<file path="config.mk">
export PLATFORM = sky130hd
export DESIGN_NAME = alu_result_stage
export DESIGN_NICKNAME = d
export VERILOG_FILES = /design/src/rtl/alu_result_stage.sv
export SDC_FILE = /design/constraint.sdc
export NUM_CORES = 1
export LEC_CHECK = 0
export BUFFER_PORTS_ARGS = -buffer_cell sky130_fd_sc_hd__clkbuf_2
export CORE_MARGIN = 2
export CORE_UTILIZATION = 50
export CTS_CLUSTER_DIAMETER = 150
export DETAILED_ROUTE_END_ITERATION = 6
export GPL_ROUTABILITY_DRIVEN = 0
export HOLD_SLACK_MARGIN = 0.06
export PLACE_DENSITY = 0.74
export SLEW_MARGIN = 40
export SYNTH_ARGS = -nofsm -noshare
export SYNTH_HDL_FRONTEND = slang
export SYNTH_SLANG_ARGS = --single-unit
export TNS_END_PERCENT = 50
</file>
<file path="constraint.sdc">
create_clock -name clk -period 5.3 [get_ports clk]
set_input_delay 1.06 -clock clk [delete_from_list [all_inputs] [get_ports clk]]
set_output_delay 1.06 -clock clk [all_outputs]
set_load 0.1 [all_outputs]
</file>
<file path="src/rtl/alu_result_stage.sv">
// rtl/alu_result_stage.sv - registered ALU result stage: NZCV flag capture and 2-entry valid/ready buffer
//
// Optional feature macro: STICKY_FLAGS_EN (adds sticky_cv / clr_sticky)
//
// Ports:
//   clk, rst_n         clock (rising edge), asynchronous active-low reset
//   in_valid/in_ready  upstream handshake; in_ready is registered state only
//   in_result          ALU result word (N bits)
//   in_carry           ALU carry-out
//   in_overflow        ALU signed overflow
//   out_valid/out_ready downstream handshake for the head entry
//   out_result         head-entry result, 0 when empty
//   out_flags          head-entry flags {N,Z,C,V}, 0 when empty
//   accepted_count     accepted results, wraps mod 2^CNT_W
//   sticky_cv          {C,V} OR-accumulated over popped entries (STICKY_FLAGS_EN)
//   clr_sticky         synchronous clear of sticky_cv, wins over a same-cycle pop (STICKY_FLAGS_EN)

module alu_result_stage #(
    parameter int N     = 4,
    parameter int CNT_W = 8
) (
    input  logic             clk,
    input  logic             rst_n,
    input  logic             in_valid,
    output logic             in_ready,
    input  logic [N-1:0]     in_result,
    input  logic             in_carry,
    input  logic             in_overflow,
    output logic             out_valid,
    input  logic             out_ready,
    output logic [N-1:0]     out_result,
    output logic [3:0]       out_flags,
    output logic [CNT_W-1:0] accepted_count
`ifdef STICKY_FLAGS_EN
    ,
    output logic [1:0]       sticky_cv,
    input  logic             clr_sticky
`endif
);

    typedef enum logic [1:0] {
        ST_EMPTY = 2'd0,
        ST_ONE   = 2'd1,
        ST_FULL  = 2'd2
    } state_t;

    state_t         state;
    state_t         state_nxt;

    // Low while in reset and for the first edge after release, so in_ready
    // is forced low during reset and comes up from a flop afterwards.
    logic           live;

    logic [N-1:0]   head_result;
    logic [3:0]     head_flags;
    logic [N-1:0]   tail_result;
    logic [3:0]     tail_flags;

    logic           push;
    logic           pop;
    logic [3:0]     in_flags;

    // Flags are frozen with the entry at push time.
    assign in_flags = {in_result[N-1], (in_result == '0), in_carry, in_overflow};

    always_ff @(posedge clk or negedge rst_n) begin
        if (!rst_n) begin
            state <= ST_EMPTY;
            live  <= 1'b0;
        end else begin
            state <= state_nxt;
            live  <= 1'b1;
        end
    end

    always_comb begin
        state_nxt = state;
        in_ready  = 1'b0;
        out_valid = 1'b0;
        push      = 1'b0;
        pop       = 1'b0;
        case (state)
            ST_EMPTY: begin
                in_ready = live;
            end
            ST_ONE: begin
                in_ready  = live;
                out_valid = 1'b1;
            end
            ST_FULL: begin
                out_valid = 1'b1;
            end
            default: begin
                in_ready  = 1'b0;
                out_valid = 1'b0;
            end
        endcase
        push = in_valid & in_ready;
        pop  = out_valid & out_ready;
        case (state)
            ST_EMPTY: if (push) state_nxt = ST_ONE;
            ST_ONE: begin
                if (push && !pop)      state_nxt = ST_FULL;
                else if (pop && !push) state_nxt = ST_EMPTY;
            end
            ST_FULL:  if (pop) state_nxt = ST_ONE;
            default:  state_nxt = ST_EMPTY;
        endcase
    end

    // Head register always drives the outputs; it is zeroed whenever the
    // buffer drains so the outputs read 0 while empty.
    always_ff @(posedge clk or negedge rst_n) begin
        if (!rst_n) begin
            head_result <= '0;
            head_flags  <= '0;
            tail_result <= '0;
            tail_flags  <= '0;
        end else begin
            case (state)
                ST_EMPTY: begin
                    if (push) begin
                        head_result <= in_result;
                        head_flags  <= in_flags;
                    end
                end
                ST_ONE: begin
                    if (push && pop) begin
                        head_result <= in_result;
                        head_flags  <= in_flags;
                    end else if (push) begin
                        tail_result <= in_result;
                        tail_flags  <= in_flags;
                    end else if (pop) begin
                        head_result <= '0;
                        head_flags  <= '0;
                    end
                end
                ST_FULL: begin
                    if (pop) begin
                        head_result <= tail_result;
                        head_flags  <= tail_flags;
                        tail_result <= '0;
                        tail_flags  <= '0;
                    end
                end
                default: begin
                    head_result <= '0;
                    head_flags  <= '0;
                end
            endcase
        end
    end

    assign out_result = head_result;
    assign out_flags  = head_flags;

    always_ff @(posedge clk or negedge rst_n) begin
        if (!rst_n) begin
            accepted_count <= '0;
        end else if (push) begin
            accepted_count <= accepted_count + CNT_W'(1);
        end
    end

`ifdef STICKY_FLAGS_EN
    always_ff @(posedge clk or negedge rst_n) begin
        if (!rst_n) begin
            sticky_cv <= 2'b00;
        end else if (clr_sticky) begin
            sticky_cv <= 2'b00;
        end else if (pop) begin
            sticky_cv <= sticky_cv | head_flags[1:0];
        end
    end
`endif

endmodule

</file>
== After elaboration in Yosys (flattened, before gate mapping) ==
Cells that the tools add are included.

* Register bits: 27
* Word-level logic and storage cells: 53
* Output and inout port bits: 18
* Bits of input ports: 10

* Mux-type cells: 21
* Equal/unequal tests: 9
* Add/subtract/negate cells: 1
* Reduce and logical (&&, ||, !) cells: 13
* Bitwise gates (word level): 2

{| class="wikitable"
|+ Operator list
! cell !! number
|-
| 2-to-1 mux 4 bit || 10
|-
| case mux 4 bit (3 select lines) || 2
|-
| case mux 4 bit (2 select lines) || 2
|-
| != test 3 bit (second input constant) || 3
|-
| adder 8 x 1 -> 8 bit (second input constant) || 1
|-
| 2-to-1 mux 2 bit || 4
|-
| != test 2 bit (second input constant) || 4
|-
| AND reduction 4 bit || 2
|-
| case mux 2 bit (3 select lines) || 1
|-
| zero test 4 bit || 1
|-
| OR reduction 2 bit || 2
|-
| logical AND 1 bit || 3
|-
| AND reduction 3 bit || 1
|-
| bitwise AND 1 bit || 2
|-
| == test 2 x 1 -> 1 bit (second input constant) || 1
|-
| == test 2 bit (second input constant) || 1
|-
| zero test 1 bit || 2
|-
| zero test 2 bit || 1
|-
| 2-to-1 mux 1 bit || 2
|-
| nonzero test 2 bit || 1
|}

== Longest topological paths before layout ==
Gate-level depths: netlist of the first run.

* Depth after elaboration: 9
* Gate-level depth with buffers: 9
* Mapped depth without buffers: 8

== Worst setup path after synthesis of the first run ==
Ideal clock, no wire load.

* Kind: register to register
* Start point: register state[0]
* End point: register head_result[3] (netlist: out_result[3])
* Setup time: 126 ps
* Buffers on the path: 1
* Data arrival time: 2581 ps
* Setup slack: 2593 ps
* Clock period less this slack: 2707 ps
* Stages on the path, launching flop included: 10
* Cell sequence: dfrtp_1 > inv_1 > ha_1 > nand2_1 > inv_1 > ha_1 > nand2b_1 > o2111a_1 > buf_4 > mux2_4

* Word-level cells in the longest chain between the ends: 7
* Elaborated cells between the ends (all ways): 17
* Those cells by class: 6 x eq/ne; 4 x mux; 2 x bitwise; 5 x reduce/logical

{| class="wikitable"
|+ Ends and longest elaborated chain
! element !! RTL line !! text
|-
| start: declaration || 47 || <nowiki>state_t state;</nowiki>
|-
| start signal: assignment || 71 || <nowiki>state <= state_nxt;</nowiki>
|-
| == test 2 bit / == test 2 x 1 -> 1 bit (equally long branches) || 82 || <nowiki>case (state)</nowiki>
|-
| OR reduction 2 bit (no line) (*) || - ||
|-
| 2-to-1 mux 1 bit (*) || 82 ||
|-
| named net out_valid || 29 || <nowiki>output logic out_valid,</nowiki>
|-
| bitwise AND 1 bit (*) || 99 || <nowiki>pop = out_valid & out_ready;</nowiki>
|-
| logical AND 1 bit || 128 || <nowiki>if (push && pop) begin</nowiki>
|-
| != test 3 bit (no line) / 2-to-1 mux 4 bit (equally long branches) || - ||
|-
| AND reduction 4 bit (no line) / case mux 4 bit (3 select lines) (equally long branches) || - ||
|-
| end signal: assignment || 123 || <nowiki>head_result <= in_result;</nowiki>
|-
| end signal: assignment || 129 || <nowiki>head_result <= in_result;</nowiki>
|-
| end signal: assignment || 141 || <nowiki>head_result <= tail_result;</nowiki>
|-
| end: declaration || 54 || <nowiki>logic [N-1:0] head_result;</nowiki>
|}

The timed path passes the listed nets; every way through them passes the cells marked *.
A chain may end at the register's enable or synchronous reset.

== Worst setup path after layout of the first run ==
* Start point: register state[1]
* End point: output port in_ready

* Word-level cells in the longest chain between the ends: 3
* Elaborated cells between the ends (all ways): 4
* Those cells by class: 1 x eq/ne; 1 x mux; 2 x reduce/logical

{| class="wikitable"
|+ Ends and longest elaborated chain
! element !! RTL line !! text
|-
| == test 2 x 1 -> 1 bit / zero test 2 bit (equally long branches) || 82 ||
|-
| OR reduction 2 bit (no line) (*) || - ||
|-
| 2-to-1 mux 1 bit (*) || 82 ||
|-
| end: declaration || 25 || <nowiki>output logic in_ready,</nowiki>
|}

Every way passes the cells marked *; elsewhere a longest branch is shown, timed or not.

==> flow_metrics.tcl, run 1 <==
set metrics [dict create \
    arrival_ns 1.90 \
    drive_gt1_frac 0.2857 \
    drt_iter0_markers 26 \
    rsz0062_at_grt "no" \
    fmax_mhz 338.1 \
    start_util 0.5332 \
    synthCells 112 \
    finalSetupTns_ns 0 \
    max_stage_delay_ns 0.46 \
    start_kind "flip-flop" \
    synth.largest_area_cell "dfrtp_1" \
    finalWorstSetupSlack_ns 2.342 \
    fin_crit_sh 0.5581 \
    hold_path_depth 1 \
    post-dp-hpwl_um 2055 \
    fin_util 0.6062 \
    nNetsFinal 161 \
    path_delay_family "buffers and inverters" \
    yosysSeqAreaShare 0.4651 \
    synth-warning-count 0 \
    ys_ff_latch 25 \
    hold_viol 0 \
    htreeDepth 1 \
    syn_area_per_cell_um2 12.01 \
    hold_class "reg -> reg" \
    synth_area_um2 1345 \
    critPathRequiredTime_ns 4.24 \
    wire_per_inst_um 15.82 \
    regArea_um2 625.6 \
    status "finished clean" \
    route.final.wire_length_um 2689 \
    r2r_setup_slack_ns 2.58 \
    die_area_um2 3121 \
    grt_overflow 0 \
    worst_slew_pin_slew_ns 0.6080 \
    ys.flop_type "dfrtp_1" \
    clk_path_buf_depth 2 \
    rr_endpoint "out_result[0]" \
    grtUsageTotal 0.1879 \
    dpl-instance-area_um2 1499 \
    final-setup-viol-count 0 \
    post-route-min-period_ns 2.958 \
    die_h_um 55.87 \
    row_count 18 \
    design.core.area_um2 2522 \
    cts_made_buffers 3 \
    path_buf_inv 2 \
    finClkSkew_ns 0.005923 \
    min_to "accepted_count[7]" \
    cts_setup_buffers 0 \
    cp_slowest_cell "dfrtp_1" \
    synth_edf_count 0 \
    cts.repair.resized 0 \
    clock_sinks 25 \
    hp-start "accepted_count[7]" \
    area_growth_pct 13.67 \
    clock_latency_ns 0.32 \
    slew_headroom 0.5947 \
    dieWidth_um 55.87 \
    grt_max_degree 26 \
    r2r_cells 8 \
    synth_fp_nets 132 \
    end_kind "output port" \
    setup.worst_path.class "reg -> out" \
    async_reset_ff_frac 1.000 \
    grt_pass1_wl_um 4560 \
    ctsRootBufferMaster "clkbuf_4" \
    synthTopCellsByArea "dfrtp_1 47%, ha_1 9.3%, mux2_4 6.7%, a22o_1 4.6%, a32o_1 4.5%" \
    fin_area_um2 1529 \
    clk_pin_slew_ns 0.15 \
    synth_top_cell_area_share 0.4651 \
    critPathMaxFanout 7 \
    grt_pass1_vias 980 \
    preCtsSetupSlack_ns 2.439 \
    synth.distinct_cells 35 \
    io_buffers 27 \
    drv_slew 0 \
    multi_input_area_um2 674.4 \
    vias_per_cell 5.806 \
    antenna_cells 0 \
    ant_nets 0 \
    fill_cells 228 \
    ctsHoldBuffers 0 \
    vias 987 \
    drc 0 \
    cts_tree "done" \
    path_cells "inv_1, ha_1, o21a_1, clkbuf_2" \
    cap_violations 0 \
    firstDrtPassIters 4 \
    pin_count 28 \
    regToRegStartpoint "state[1]" \
    antenna_found_initial 0 \
]
-- area by class of cell --
| class | instances | area share |
|---|---|---|
| multi-input combinational | 77 | 0.4411 |
| sequential | 25 | 0.4092 |
| timing repair buffer | 27 | 0.08838 |
| tap | 30 | 0.02455 |
| inverter | 7 | 0.01718 |
| clock buffer | 3 | 0.01473 |
| clock inverter | 1 | 0.004910 |
-- registers in the layout (all words and copies together), names as in the netlist --
signal,flops
state,2
out_result,4
out_flags,3
live,1
accepted_count,8
tail_result,4
tail_flags,3
-- cell usage in the layout (no fill, tap or decap), types with 4 or more instances in the layout --
cell type / Yosys / layout
a22o_1: 7 / 7
a32o_1: 6 / 6
clkbuf_2: 0 / 27
dfrtp_1: 25 / 25
ha_1: 10 / 10
inv_1: 7 / 7
mux2_4: 6 / 6
nand2_1: 8 / 8
xnor2_1: 4 / 4
-- layer usage --
metal	track usage	vias up	wire (um)
li1	-	470	-
met1	0.2582	486	1272
met2	0.2993	27	1277
met3	0.03488	4	110
met4	0.06463	0	28
met5	0	-	0
-- cell usage after synthesis (all sizes together), types with 2 or more instances --
library cell / n
a211oi: 2
a21o: 2
a21oi: 2
a22o: 7
a32o: 6
buf: 2
dfrtp: 25
ha: 10
inv: 7
mux2: 6
nand2: 8
nand2b: 3
nand3: 2
nor2b: 2
nor3: 2
nor4: 3
xnor2: 4
xor2: 3
-- through the flow --
| step | std cells | hold slack [ns] |
|---|---|---|
| after floorplan | 112 | 0.4734 |
| after global placement | 166 | 0.4577 |
| after detailed placement | 166 | 0.4624 |
| after CTS | 170 | 0.4812 |
| after global routing | 170 | 0.5093 |
| final | 170 | 0.4816 |
-- cells by family after synthesis --
family / count (synthesis) / synth area share
adders and majority gates: 10 / 0.09302
other: 1 / 0.002788
and+or+nand+nor: 22 / 0.08186
muxes: 7 / 0.07442
buffers and inverters: 10 / 0.03349
xor gates and xnor gates: 7 / 0.04558
DFF: 25 / 0.4651
AOI/OAI and AO/OA: 30 / 0.2037
-- worst max path at each step --
stage | start | endpoint | slack [ns] | depth (start not counted)
5_1_grt | state[1] | in_ready | 2.21 | 4
3_3_place_gp | in_valid | out_result[3] | 2.52 | 7
6_report | state[1] | in_ready | 2.34 | 4
4_1_cts | state[1] | in_ready | 2.32 | 4
3_5_place_dp | in_valid | out_result[2] | 2.44 | 7
2_1_floorplan | state[0] | out_result[3] | 2.59 | 9
-- worst register-to-register path, stage by stage, from the launching register on --
cell and delay, ns:
dfrtp_1 0.45, inv_1 0.12, ha_1 0.31, o211ai_4 0.36, inv_1 0.18, ha_1 0.25
nand2b_1 0.21, o2111a_1 0.42, mux2_4 0.35
Power of run 1 is not shown: default switching activity piles up to over one toggle a cycle in this logic, so the estimate is an artifact.
==> run 2: changes to the inputs <==
- ABC_AREA: unset -> 1
- PLACE_DENSITY: 0.74 -> 0.73
- clock period: 5.3 -> 3.1 ns (I/O delays scaled with it)
==> run 2 against run 1 <==
Clock skew hardly changed. Die area is 14% higher. Cell count is 54% higher. Wire length is 9.6% higher. Via count is 28% higher. Worst hold slack worse by 0.21 ns. Flip-flop and latch count stayed put. Synthesized area is 15% higher. Register-to-register slack worse by 1.7 ns. Non-clock buffer count stayed put. Critical path type unchanged. Largest cell class unchanged.
==> flow_metrics.tcl, run 2 <==
set metrics [dict create \
    vias 1268 \
    clk_pin_slew_ns 0.14 \
    area_growth_pct 12.15 \
    worst_slew_pin_slew_ns 0.5893 \
    grt_max_degree 26 \
    final_cell_mix "89 x nand2_1, 27 x clkbuf_2, 25 x dfrtp_1, 22 x inv_1, 11 x nand3_1" \
    clock_sinks 25 \
    row_count 20 \
    synth.largest_area_cell "dfrtp_1" \
    final-setup-viol-count 0 \
    antenna_cells 0 \
    drv_slew 0 \
    synth_most_common_cell "nand2_1" \
    setup.worst_path.class "reg -> out" \
    met1_usage 0.2572 \
    ctsHoldBuffers 0 \
    io_buffers 27 \
    syn_area_per_cell_um2 7.765 \
    synth_compound_area_frac 0.02996 \
    status "finished clean" \
    async_reset_ff_frac 1.000 \
    cap_violations 0 \
    post-route-min-period_ns 2.450 \
    synth-warning-count 0 \
    drt_iter0_markers 46 \
    ant_nets 0 \
    grt_use_met2 0.3124 \
    synthCells 199 \
    drive_gt1_frac 0.1974 \
    drc 0 \
    rsz0062_at_grt "no" \
    synthTopCellsByArea "dfrtp_1 40%, nand2_1 22%, ha_1 8.1%, inv_1 5.3%, nand4_1 3.6%" \
    synth.distinct_cells 26 \
    synth_common_cells "89 x nand2_1, 25 x dfrtp_1, 22 x inv_1" \
    clk_path_buf_depth 2 \
    regToRegStartpoint "state[1]" \
    grt_overflow 0 \
    yosys.area_share.xor_xnor 0.02267 \
    grt_pass1_wl_um 5099 \
    critPathMaxFanout 5 \
    critPathRequiredTime_ns 2.48 \
    fin_crit_sh 0.7903 \
    synth_simple_gate_area_frac 0.3814 \
    muxShareOfSynthArea 0 \
    start_util 0.5146 \
    design.core.area_um2 3003 \
    ys_ff_latch 25 \
    slew_headroom 0.6071 \
    dieWidth_um 59.59 \
    synth_top_cell_area_share 0.4049 \
    ctsRootBufferMaster "clkbuf_4" \
    largest_reg_flops 8 \
    post-dp-hpwl_um 2293 \
    antenna_found_initial 0 \
    hold_viol 0 \
    vias_per_cell 4.858 \
    htreeDepth 1 \
    cts.repair.resized 0 \
    synth_edf_count 0 \
    grtUsageTotal 0.1905 \
    finClkSkew_ns 0.006215 \
    synth_fp_nets 219 \
    end_kind "output port" \
    finalSetupTns_ns 0 \
    ys.flop_type "dfrtp_1" \
    cts_made_buffers 3 \
    grt_pass1_vias 1167 \
    yosysSeqAreaShare 0.4049 \
    wire_per_inst_um 11.29 \
    firstDrtPassIters 4 \
    pin_count 28 \
    synth_area_um2 1545 \
    die_h_um 59.59 \
    fmax_mhz 408.2 \
    grt.busiest_layer "met2" \
    route.final.wire_length_um 2946 \
    critPathLaunch "state[1]" \
    met3_usage 0.02620 \
    regMostFlops "accepted_count" \
    clock_latency_ns 0.32 \
    cts_setup_buffers 0 \
    arrival_ns 1.83 \
    hold_class "in -> async" \
    start_kind "flip-flop" \
    cts_tree "done" \
    synthAdderAreaFrac 0.08097 \
    final_common_cell "nand2_1" \
    nNetsFinal 249 \
    die_area_um2 3551 \
    synth_top_family_by_area "simple AND/OR/NAND/NOR gates" \
]
[run 2: final cells by class]
type | instances | area (um2)
clock buffers | 3 | 22.52
clock inverters | 1 | 7.507
fillers | 283 | 1270
inverters | 25 | 101.3
multi-input cells | 147 | 799.5
flip-flops and latches | 25 | 625.6
well taps | 33 | 41.29
repair buffers | 27 | 135.1
[run 2: critical path: stages (launching register included)]
cell and delay [ns]:
dfrtp_1 0.43, inv_1 0.13, ha_1 0.33, o21a_1 0.16
clkbuf_2 0.45
[run 2: logic make-up after synthesis]
logic type	count (synthesis)
DFF	25
other	1
and+or+nand+nor	126
adders and majority gates	10
xor gates and xnor gates	4
buffers and inverters	27
AOI/OAI and AO/OA	6
[run 2: metrics by stage]
stage          std cells  utilization  area (um2)  hold WS (ns)  setup WS [ns]
6_report             261       0.5771        1733        0.2670         0.6499
5_1_grt              261       0.5771        1733        0.3209         0.5327
4_1_cts              261       0.5771        1733        0.2849         0.6410
3_5_place_dp         257       0.5671        1703        0.4621         0.8742
3_3_place_gp         257       0.5671        1703        0.4564         0.9541
2_1_floorplan        199            -        1545        0.3244         0.6658
[run 2: layer usage]
layer	wire length, um	vias to the layer above
li1	-	676
met1	1451	561
met2	1344	26
met3	99	5
met4	50	0
met5	0	-
[run 2: worst paths after layout]
check	cells past startpoint	endpoint	slack, ns
worst max register to register	13	out_flags[2]	0.84
worst min-delay path	1	tail_flags[1]	0.27
worst min register to register	2	tail_flags[1]	0.49
worst max-delay path	4	in_ready	0.65
max in group asynchronous	1	state[1]	2.45
min in group clk	2	tail_flags[1]	0.49
Power of run 2 is left out for the same reason.
==> run 3: changes to the inputs <==
- PLACE_DENSITY: 0.73 -> 0.76
- clock period: 3.1 -> 2.2 ns (I/O delays scaled with it)
==> run 3 against run 2 <==
Design area increased by 3.5%. Via count grew 3.2%. Core utilization up 2.0 points. First-iteration DRC count increased by 61%. Clock skew fell by 0.0025 ns. Sequential share of layout area fell by 1.2 points. Die area unchanged. Critical endpoint unchanged.
==> flow_metrics.tcl, run 3 (synthesis results as in run 2) <==
set metrics [dict create \
    drv_slew 0 \
    firstDrtPassIters 4 \
    clock_sinks 25 \
    antenna_cells 0 \
    finClkSkew_ns 0.003752 \
    critPathLaunch "state[0]" \
    cts_made_buffers 3 \
    critPathRequiredTime_ns 1.76 \
    rr_endpoint "out_flags[2]" \
    grt_pass1_vias 1197 \
    row_count 20 \
    arrival_ns 1.66 \
    pin_count 28 \
    r2r_cells 13 \
    post-dp-hpwl_um 2326 \
    fmax_mhz 476.5 \
    dpl.cell_count 260 \
    cts_tree "done" \
    vias_per_cell 4.921 \
    final_common_cell "nand2_1" \
    grt_overflow 0 \
    fin_crit_sh 0.9539 \
    clk_path_buf_depth 2 \
    post-route-min-period_ns 2.099 \
    dieWidth_um 59.59 \
    regMostFlops "accepted_count" \
    setup.worst_path.class "reg -> out" \
    slew_headroom 0.5898 \
    clk_pin_slew_ns 0.13 \
    hold_class "in -> async" \
    design.core.area_um2 3003 \
    grt_pass1_wl_um 5161 \
    drt_iter0_markers 74 \
    nNetsFinal 254 \
    fin_util 0.5971 \
    regToRegStartpoint "state[1]" \
    clock_latency_ns 0.32 \
    critPathMaxFanout 4 \
    r2r_setup_slack_ns 0.17 \
    wire_per_inst_um 11.67 \
    start_kind "flip-flop" \
    status "finished clean" \
    cp_slowest_cell "dfrtp_1" \
    max_stage_delay_ns 0.41 \
    htreeDepth 1 \
    drc 0 \
    start_util 0.5146 \
    drive_gt1_frac 0.2189 \
    ant_nets 0 \
    route.final.wire_length_um 3103 \
    cap_violations 0 \
    worst_hold_slack_ns 0.1029 \
    finalNonFillerCells 266 \
    largest_reg_flops 8 \
    end_kind "output port" \
    area_growth_pct 16.03 \
    worst_slew_pin_slew_ns 0.6152 \
    hold_viol 0 \
    final-setup-viol-count 0 \
    antenna_found_initial 0 \
    vias 1309 \
    finalWorstSetupSlack_ns 0.1013 \
    die_h_um 59.59 \
    path_cells "buf_4, ha_1, buf_4, o21a_1, buf_4" \
    ctsRootBufferMaster "clkbuf_4" \
    io_buffers 27 \
    die_area_um2 3551 \
    final_cell_mix "89 x nand2_1, 26 x clkbuf_2, 25 x dfrtp_1, 22 x inv_1, 11 x nand3_1" \
    preCtsSetupSlack_ns 0.1055 \
    grtUsageTotal 0.1901 \
    grt_max_degree 26 \
    crit_top_cell "buf_4" \
]
run 3: worst max path at each step:
| stage | end | slack [ns] | cells after the start |
|---|---|---|---|
| after floorplan | out_flags[2] | 0.03 | 11 |
| after CTS | out_flags[1] | 0.09 | 12 |
| after global routing | out_flags[2] | -0.01 | 13 |
| after detailed placement | out_result[1] | 0.11 | 12 |
| final | in_ready | 0.10 | 5 |
| after global placement | out_flags[2] | 0.22 | 13 |
run 3: stage by stage:
stage	TNS [ns]	instance area (um2)
2_1_floorplan	0	1548
3_3_place_gp	0	1730
3_5_place_dp	0	1730
4_1_cts	0	1757
5_1_grt	-0.01044	1793
6_report	0	1793
run 3: metal layers:
layer	wire length (um)	up-vias	share of wire	track usage
met5	0	-	0	0
met2	1475	34	0.48	0.3124
li1	-	684	-	-
met3	119	5	0.038	0.02620
met1	1470	586	0.47	0.2599
met4	37	0	0.012	0.05714
run 3: repair_timing:
| action | 4_1_cts | 5_1_grt |
|---|---|---|
| endpoints found under the hold margin | 0 | 0 |
| gates resized for setup | 0 | 3 |
| setup endpoints to repair | 0 | 10 |
| hold buffers | 0 | 0 |
| buffers inserted | 0 | 2 |
run 3: layout make-up:
cell class                      instances  area, um2
Tap cell                               33      41.29
Timing Repair Buffer                   32      175.2
Inverter                               25      101.3
Clock buffer                            4      26.28
Sequential cell                        25      625.6
Fill cell                             272       1210
Multi-Input combinational cell        147      823.3
run 3: critical path: cells and delay by family (launching register included):
family | cells | cell delay, ns
flip-flops | 1 | 0.41
adder cells (fa/ha/maj) | 1 | 0.21
buffers and inverters | 3 | 0.55
AO/OA/AOI/OAI | 1 | 0.17
Power of run 3 is left out for the same reason.
